### src/rtl/fetch_pkg.sv
// Shared types and constants for the instruction-fetch sequencer.
package fetch_pkg;

    localparam int unsigned INST_W = 32;
    localparam int unsigned ADDR_W = 32;

    localparam logic [ADDR_W-1:0] DEFAULT_RESET_PC = 32'h0000_0000;

    typedef enum logic [1:0] {
        StIdle  = 2'd0,
        StFetch = 2'd1,
        StHold  = 2'd2
    } fetch_state_t;

endpackage

### src/rtl/fetch_pc_reg.sv
// Program counter register with next-pc selection: redirect, sequential advance, or hold.
module fetch_pc_reg
    import fetch_pkg::*;
#(
    parameter logic [ADDR_W-1:0] RESET_PC = DEFAULT_RESET_PC
) (
    input  logic              clk,
    input  logic              rst_b,
    input  logic              redirect_i,
    input  logic [ADDR_W-1:0] redirect_pc_i,
    input  logic              advance_i,
    output logic [ADDR_W-1:0] pc_o
);

    logic [ADDR_W-1:0] pc_d, pc_q;

    // Redirect targets are forced word-aligned.
    always_comb begin
        pc_d = pc_q;
        if (redirect_i) begin
            pc_d = redirect_pc_i & ~ADDR_W'(3);
        end else if (advance_i) begin
            pc_d = pc_q + ADDR_W'(4);
        end
    end

    always_ff @(posedge clk or negedge rst_b) begin
        if (!rst_b) begin
            pc_q <= RESET_PC;
        end else begin
            pc_q <= pc_d;
        end
    end

    assign pc_o = pc_q;

endmodule

### src/rtl/fetch_sequencer.sv
// Instruction-fetch controller: req/ack toward imem, valid/stall register toward decode.
// Optional perf counters (fetch_count, squash_count) are built when FETCH_PERF_EN is defined.
module fetch_sequencer
    import fetch_pkg::*;
#(
    parameter logic [ADDR_W-1:0] RESET_PC = DEFAULT_RESET_PC
) (
    input  logic              clk,
    input  logic              rst_b,
    output logic              imem_req,
    output logic [ADDR_W-1:0] imem_addr,
    input  logic              imem_ack,
    input  logic [INST_W-1:0] imem_rdata,
    input  logic              redirect_valid,
    input  logic [ADDR_W-1:0] redirect_pc,
    input  logic              stall,
    output logic              inst_valid,
    output logic [INST_W-1:0] inst,
    output logic [ADDR_W-1:0] inst_pc,
`ifdef FETCH_PERF_EN
    output logic [31:0]       fetch_count,
    output logic [15:0]       squash_count,
`endif
    output logic [ADDR_W-1:0] pc4
);

    fetch_state_t      state_d, state_q;
    logic              squash_d, squash_q;
    logic              inst_valid_d, inst_valid_q;
    logic [INST_W-1:0] inst_d, inst_q;
    logic [ADDR_W-1:0] inst_pc_d, inst_pc_q;
    logic [ADDR_W-1:0] pc;
    logic              advance;

    fetch_pc_reg #(
        .RESET_PC (RESET_PC)
    ) u_pc_reg (
        .clk           (clk),
        .rst_b         (rst_b),
        .redirect_i    (redirect_valid),
        .redirect_pc_i (redirect_pc),
        .advance_i     (advance),
        .pc_o          (pc)
    );

    always_comb begin
        state_d      = state_q;
        squash_d     = squash_q;
        inst_valid_d = inst_valid_q;
        inst_d       = inst_q;
        inst_pc_d    = inst_pc_q;
        advance      = 1'b0;
        if (redirect_valid) begin
            inst_valid_d = 1'b0;
            state_d      = StFetch;
            // An un-acked request still completes at the old address; mark it for discard.
            if (state_q == StFetch) begin
                squash_d = !imem_ack;
            end
        end else begin
            case (state_q)
                StIdle: state_d = StFetch;
                StFetch: begin
                    if (imem_ack) begin
                        if (squash_q) begin
                            squash_d = 1'b0;
                        end else begin
                            inst_d       = imem_rdata;
                            inst_pc_d    = pc;
                            inst_valid_d = 1'b1;
                            advance      = 1'b1;
                            state_d      = StHold;
                        end
                    end
                end
                StHold: begin
                    if (!stall) begin
                        inst_valid_d = 1'b0;
                        state_d      = StFetch;
                    end
                end
                default: state_d = StIdle;
            endcase
        end
    end

    always_ff @(posedge clk or negedge rst_b) begin
        if (!rst_b) begin
            state_q      <= StIdle;
            squash_q     <= 1'b0;
            inst_valid_q <= 1'b0;
            inst_q       <= '0;
            inst_pc_q    <= '0;
        end else begin
            state_q      <= state_d;
            squash_q     <= squash_d;
            inst_valid_q <= inst_valid_d;
            inst_q       <= inst_d;
            inst_pc_q    <= inst_pc_d;
        end
    end

`ifdef FETCH_PERF_EN
    logic [31:0] fetch_count_q;
    logic [15:0] squash_count_q;
    logic        consume, discard;

    assign consume = inst_valid_q & !stall & !redirect_valid;
    // Only HOLD holds a valid instruction, so at most one discard event per cycle.
    assign discard = ((state_q == StFetch) & imem_ack & (squash_q | redirect_valid)) |
                     (inst_valid_q & redirect_valid);

    always_ff @(posedge clk or negedge rst_b) begin
        if (!rst_b) begin
            fetch_count_q  <= '0;
            squash_count_q <= '0;
        end else begin
            if (consume) fetch_count_q <= fetch_count_q + 32'd1;
            if (discard) squash_count_q <= squash_count_q + 16'd1;
        end
    end

    assign fetch_count  = fetch_count_q;
    assign squash_count = squash_count_q;
`endif

    assign imem_req   = (state_q == StFetch);
    assign imem_addr  = pc;
    assign inst_valid = inst_valid_q;
    assign inst       = inst_q;
    assign inst_pc    = inst_pc_q;
    assign pc4        = inst_pc_q + ADDR_W'(4);

endmodule

### config.mk
export PLATFORM = sky130hd
export DESIGN_NAME = fetch_sequencer
export DESIGN_NICKNAME = d
export VERILOG_FILES = /design/src/rtl/fetch_pkg.sv /design/src/rtl/fetch_pc_reg.sv /design/src/rtl/fetch_sequencer.sv
export SDC_FILE = /design/constraint.sdc
export NUM_CORES = 1
export LEC_CHECK = 0
export BUFFER_PORTS_ARGS = -buffer_cell sky130_fd_sc_hd__buf_2
export CORE_MARGIN = 2
export CORE_UTILIZATION = 45
export CTS_BUF_LIST = sky130_fd_sc_hd__clkbuf_4 sky130_fd_sc_hd__clkbuf_8 sky130_fd_sc_hd__clkbuf_16
export DETAILED_ROUTE_END_ITERATION = 12
export PLACE_DENSITY_LB_ADDON = 0.25
export SYNTH_ARGS = -nofsm -noshare
export SYNTH_HDL_FRONTEND = slang
export SYNTH_HIERARCHICAL = 1
export SYNTH_SLANG_ARGS = --single-unit
### constraint.sdc
create_clock -name clk -period 5.2 [get_ports clk]
set_input_delay 0.52 -clock clk [delete_from_list [all_inputs] [get_ports clk]]
set_output_delay 0.52 -clock clk [all_outputs]
set_load 0.01 [all_outputs]
# [Yosys cells after proc, flatten, opt, wreduce, memory -nomap -nowiden]
# Index checks and enable logic that the tools add are counted.
[word_totals] regBits=100
[op_classes] n_bitwise=2 addsub=2 reduce_logical=9 eq_ne=5 mux=20
[op_table] cell="$add A32 B3 Y32 const B" count=2
[op_table] cell="$mux W32" count=2
[op_table] cell="$mux W1" count=12
[op_table] cell="$mux W2" count=4
[op_table] cell="$reduce_and A4 Y1" count=2
[op_table] cell="$ne A3 B3 Y1 const B" count=2
[op_table] cell="$pmux W2 S3" count=1
[op_table] cell="$reduce_bool A2 Y1" count=2
[op_table] cell="$ne A3 B1 Y1 const B" count=1
[op_table] cell="$reduce_and A3 Y1" count=1
[op_table] cell="$reduce_bool A3 Y1" count=1
[op_table] cell="$eq A2 B1 Y1 const B" count=1
[op_table] cell="$eq A2 B2 Y1 const B" count=1
[op_table] cell="$logic_not A2 Y1" count=1
[op_table] cell="$not A1 Y1" count=2
[op_table] cell="$pmux W1 S2" count=1
[op_table] cell="$reduce_and A2 Y1" count=1
[op_table] cell="$logic_not A1 Y1" count=1

# [Longest topological paths before layout]
[logic_depth] ltp_word=6 mapped_depth=11

# [By module]
# Netlist, hierarchy kept.
[by_module_without_submodules] mod="fetch_sequencer" seq_area_each_um2=1701.6 n_inst=1 cells_each=237 area_each_um2=3118.0
[by_module_without_submodules] mod="fetch_pc_reg" seq_area_each_um2=750.7 n_inst=1 cells_each=198 area_each_um2=1751.7

# [Worst setup path before layout]
# No wires, ideal clock.
[synth_path] path_kind="input-to-reg" from="input imem_ack" to="register u_pc_reg.pc_q[20] (netlist: u_pc_reg/pc_o[20])" stages=10 setup_time_ps=82 n_path_buf=3 slack_ps=2608 t_arrival_ps=2510 required_time_ps=5118 path_cell_list="nor2b_1 -> nand2_1 -> nor2_1 -> buf_2 -> buf_2 -> and3_1 -> nand4_4 -> buf_6 -> or4_1 -> a31oi_1"
[synth_via] elab_chain_cells=4
[synth_rtl] element="start: declaration" line="fetch_sequencer.sv:12" source="input logic imem_ack,"
[synth_rtl] element="$mux W1" line="fetch_sequencer.sv:64" source="if (imem_ack) begin"
[synth_rtl] element="$mux W1" line="fetch_sequencer.sv:61" source="case (state_q)"
[synth_rtl] element="$mux W1" line="fetch_sequencer.sv:53" source="if (redirect_valid) begin"
[synth_rtl] element="named net advance" line="fetch_sequencer.sv:33" source="logic advance;"
[synth_rtl] element="$reduce_bool A2 Y1 (no line)"
[synth_rtl] element="end signal: assignment" line="fetch_pc_reg.sv:31" source="pc_q <= pc_d;"
[synth_rtl] element="end: declaration" line="fetch_pc_reg.sv:15" source="logic [ADDR_W-1:0] pc_d, pc_q;"
# The timed path passes the listed nets, and every way through them passes these cells.
# A chain may end at the register's enable or synchronous reset.

# [Worst setup path in the final report]
[layout_path] from="register inst_pc_q[16] (netlist: inst_pc[16])" to="output pc4[31]"
[layout_via] elab_chain_cells=1
[layout_rtl] element="start: declaration" line="fetch_sequencer.sv:31" source="logic [ADDR_W-1:0] inst_pc_d, inst_pc_q;"
[layout_rtl] element="start signal: assignment" line="fetch_sequencer.sv:99" source="inst_pc_q <= inst_pc_d;"
[layout_rtl] element="$add A32 B3 Y32" line="fetch_sequencer.sv:132" source="assign pc4 = inst_pc_q + ADDR_W'(4);"
[layout_rtl] element="end: declaration" line="fetch_sequencer.sv:24" source="output logic [ADDR_W-1:0] pc4"
# No other way between the ends.

==> metrics.yaml <==
sta:
  rsz0062_at_grt: "no"
  max_slew.worst_pin.slew_ns: 0.8996
  worst_slew_margin_rel_pct: 39.96
  worst_hold_slack_ns: 0.2391
  clock-skew-final_ns: 0.01128
  fmax_mhz: 339.5
  totalNegativeSetupSlack_ns: 0
  final_critical_path_share_of_the_clock_period_pct: 56.65
  finalCriticalPeriod_ns: 2.946
  final_hold_viol_count: 0
  setup_viol_count_final: 0
  maxSlewViolCount: 0
grt:
  grt_usage_pct: 22.05
  grt_start_max_net_pins: 64
  grt_pass1_wl_mm: 20.15
  grt-ovfl-total: 0
  antenna_found_initial: 1
  grt_pass1_vias: 4127
synth:
  synth.ff_latch_count: 98
  number_of_enable_type_register_cells_in_the_synthesized_netlist: 0
  syn_area_mm2: 0.004870
  yosysWarningCount: 6
  netlist-cell-type-count: 40
  post_synth.cell_area_avg_um2: 11.19
  synth_flop_cell: "dfrtp_1"
  synthCells: 435
  synth_seq_area_share_pct: 50.36
  async_flop_share_pct: 100.0
clocking:
  cts_hold_repair.buffers: 0
  cts.repair_timing.setup_buffer_count: 0
  path_clk_slew_ns: 0.10
  clock_insertion_delay_worst_skew_ns: 0.35
  cts.htree.levels: 3
  cts-buffers-inserted: 9
  cts_tree: "built"
  max-clock-path-buffers: 2
  cts_num_sinks: 98
  clock-root-buffer: "clkbuf_8"
  cts_repair_resize_count: 0
cells_and_area:
  layout-drive-gt1-share_pct: 45.53
  layout.cells.most_common_list: "buf_2 (193), dfrtp_1 (98), mux2_2 (64)"
  syn2layout_area_growth_pct: 25.05
  filler_cells_inserted: 920
  mostFrequentLayoutCell: "buf_2"
  antenna-diode-count: 0
  final_net_count: 692
routing:
  routed_wire_length_per_instance_um: 16.64
  wirelength_mm: 12.68
  detail_route.vias_per_cell: 5.513
  ant_nets: 0
  route.detailed.drc: 0
  drt-pass1-iter-count: 4
  drt_iter0_markers: 248
  routed-via-count: 4201
min_path:
  hold_class: "input pin to async pin"
power:
  leakage_nw: 2.721
  post-layout-total-power_mw: 2.728
  max-vdd-ir-drop_mv: 0.2340
  power_density_mw_per_mm2: 448.0
die:
  initial_utilization_pct: 46.75
  rows: 37
  placeable_core_region_mm2: 0.01042
  design.portCount: 199
  die_h_um: 108.0
  die-width_um: 108.0
  floorplan.die_area_mm2: 0.01167
worst_setup_path:
  cp-end-kind: "output port"
  cp_max_fo: 7
  critical_path_required_ns: 4.68
  timing_worst_setup_path_type: "flop to output port"
  ff2ff_path_depth: 7
  worst_setup_path_start_kind: "flop"
  worstPathArrival_ns: 2.43
placement:
  finalWeightedCongestion: 0.9634
  hpwlAfterDp_mm: 9.344
  place.port_buffers: 194
run:
  max_cap_violations: 0
run_status:
  status: "finished clean"
==> routing by layer <==
metal	routed length [µm]	share of wire [%]	global-route usage (%)
met1	5294	42	29.10
met2	6059	48	34.82
met3	1155	9.1	6.932
met4	168	1.3	7.051
met5	0	0	0
==> cell families (layout without fill, tap and decap cells) <==
group	count (synthesis)	in the layout	synth area share (%)
and+or+nand+nor	145	145	16.91
DFF	98	98	50.36
muxes	65	65	15.01
AOI/OAI and AO/OA	54	54	6.681
xor gates and xnor gates	41	41	7.374
buffers and inverters	29	219	3.083
adders and majority gates	2	2	0.5138
other	1	2	0.07701
==> metrics by stage <==
stage	instance area, µm²	cells	worst slack (ns)	util (%)
after CTS	6090	762	2.215	58.46
after global placement	5916	746	2.242	56.79
after floorplan	4873	436	2.608	-
after detailed placement	5916	746	2.232	56.79
after global routing	6090	762	2.071	58.46
final	6090	762	2.254	58.46
==> cell type report <==
type / instances / area [µm²] / share of cell area, %
Tap cell: 136 / 170.2 / 2.794
Multi-Input combinational cell: 309 / 2278 / 37.42
Timing Repair Buffer: 196 / 988.4 / 16.23
Clock inverter: 6 / 42.54 / 0.6986
Sequential cell: 98 / 2452 / 40.27
Inverter: 7 / 26.28 / 0.4315
Clock buffer: 10 / 131.4 / 2.157
==> synth_stat cells, types with 9 or more instances <==
cell type | instances | area [µm²]
dfrtp_1 | 98 | 2452
mux2_2 | 64 | 720.7
nand2_1 | 32 | 120.1
xnor2_1 | 26 | 227.7
nor2_1 | 23 | 86.33
nand3_1 | 20 | 100.1
o21ai_0 | 20 | 100.1
nand4_1 | 19 | 118.9
a31oi_1 | 16 | 100.1
xor2_1 | 15 | 131.4
o31ai_1 | 12 | 90.09
or4_1 | 12 | 90.09
buf_2 | 9 | 45.04
==> flip-flops by register name, summed over array words and instances (netlist names) <==
name,flops
squash_q,1
inst,32
inst_valid,1
inst_pc,32
state_q,2
u_pc_reg/pc_o,30
==> final timing paths <==
check,from,to,slack [ns]
worst max-delay path,inst_pc[16],pc4[31],2.25
max in group asynchronous,rst_b,inst_pc[4],3.98
worst max register to register,state_q[1],u_pc_reg/pc_o[19],2.36
min in group clk,imem_ack,squash_q,0.34
worst min-delay path,rst_b,u_pc_reg/pc_o[22],0.24
worst min register to register,inst[18],inst[18],0.51
==> critical path, cell delays in order, from the launching register on <==
cell and delay (ns):
dfrtp_1 0.49, nand4_1 0.21, or3_1 0.43, nor4_1 0.61, xor2_1 0.19, buf_2 0.15
==> power breakdown <==
group / switching (mW) / leakage [nW] / internal (mW)
logic: 0.494 / 1.48 / 0.517
registers: 0.276 / 1.15 / 0.999
clock network: 0.262 / 0.0861 / 0.180
total: 1.03 / 2.72 / 1.70
(Power assumes the default switching activity.)
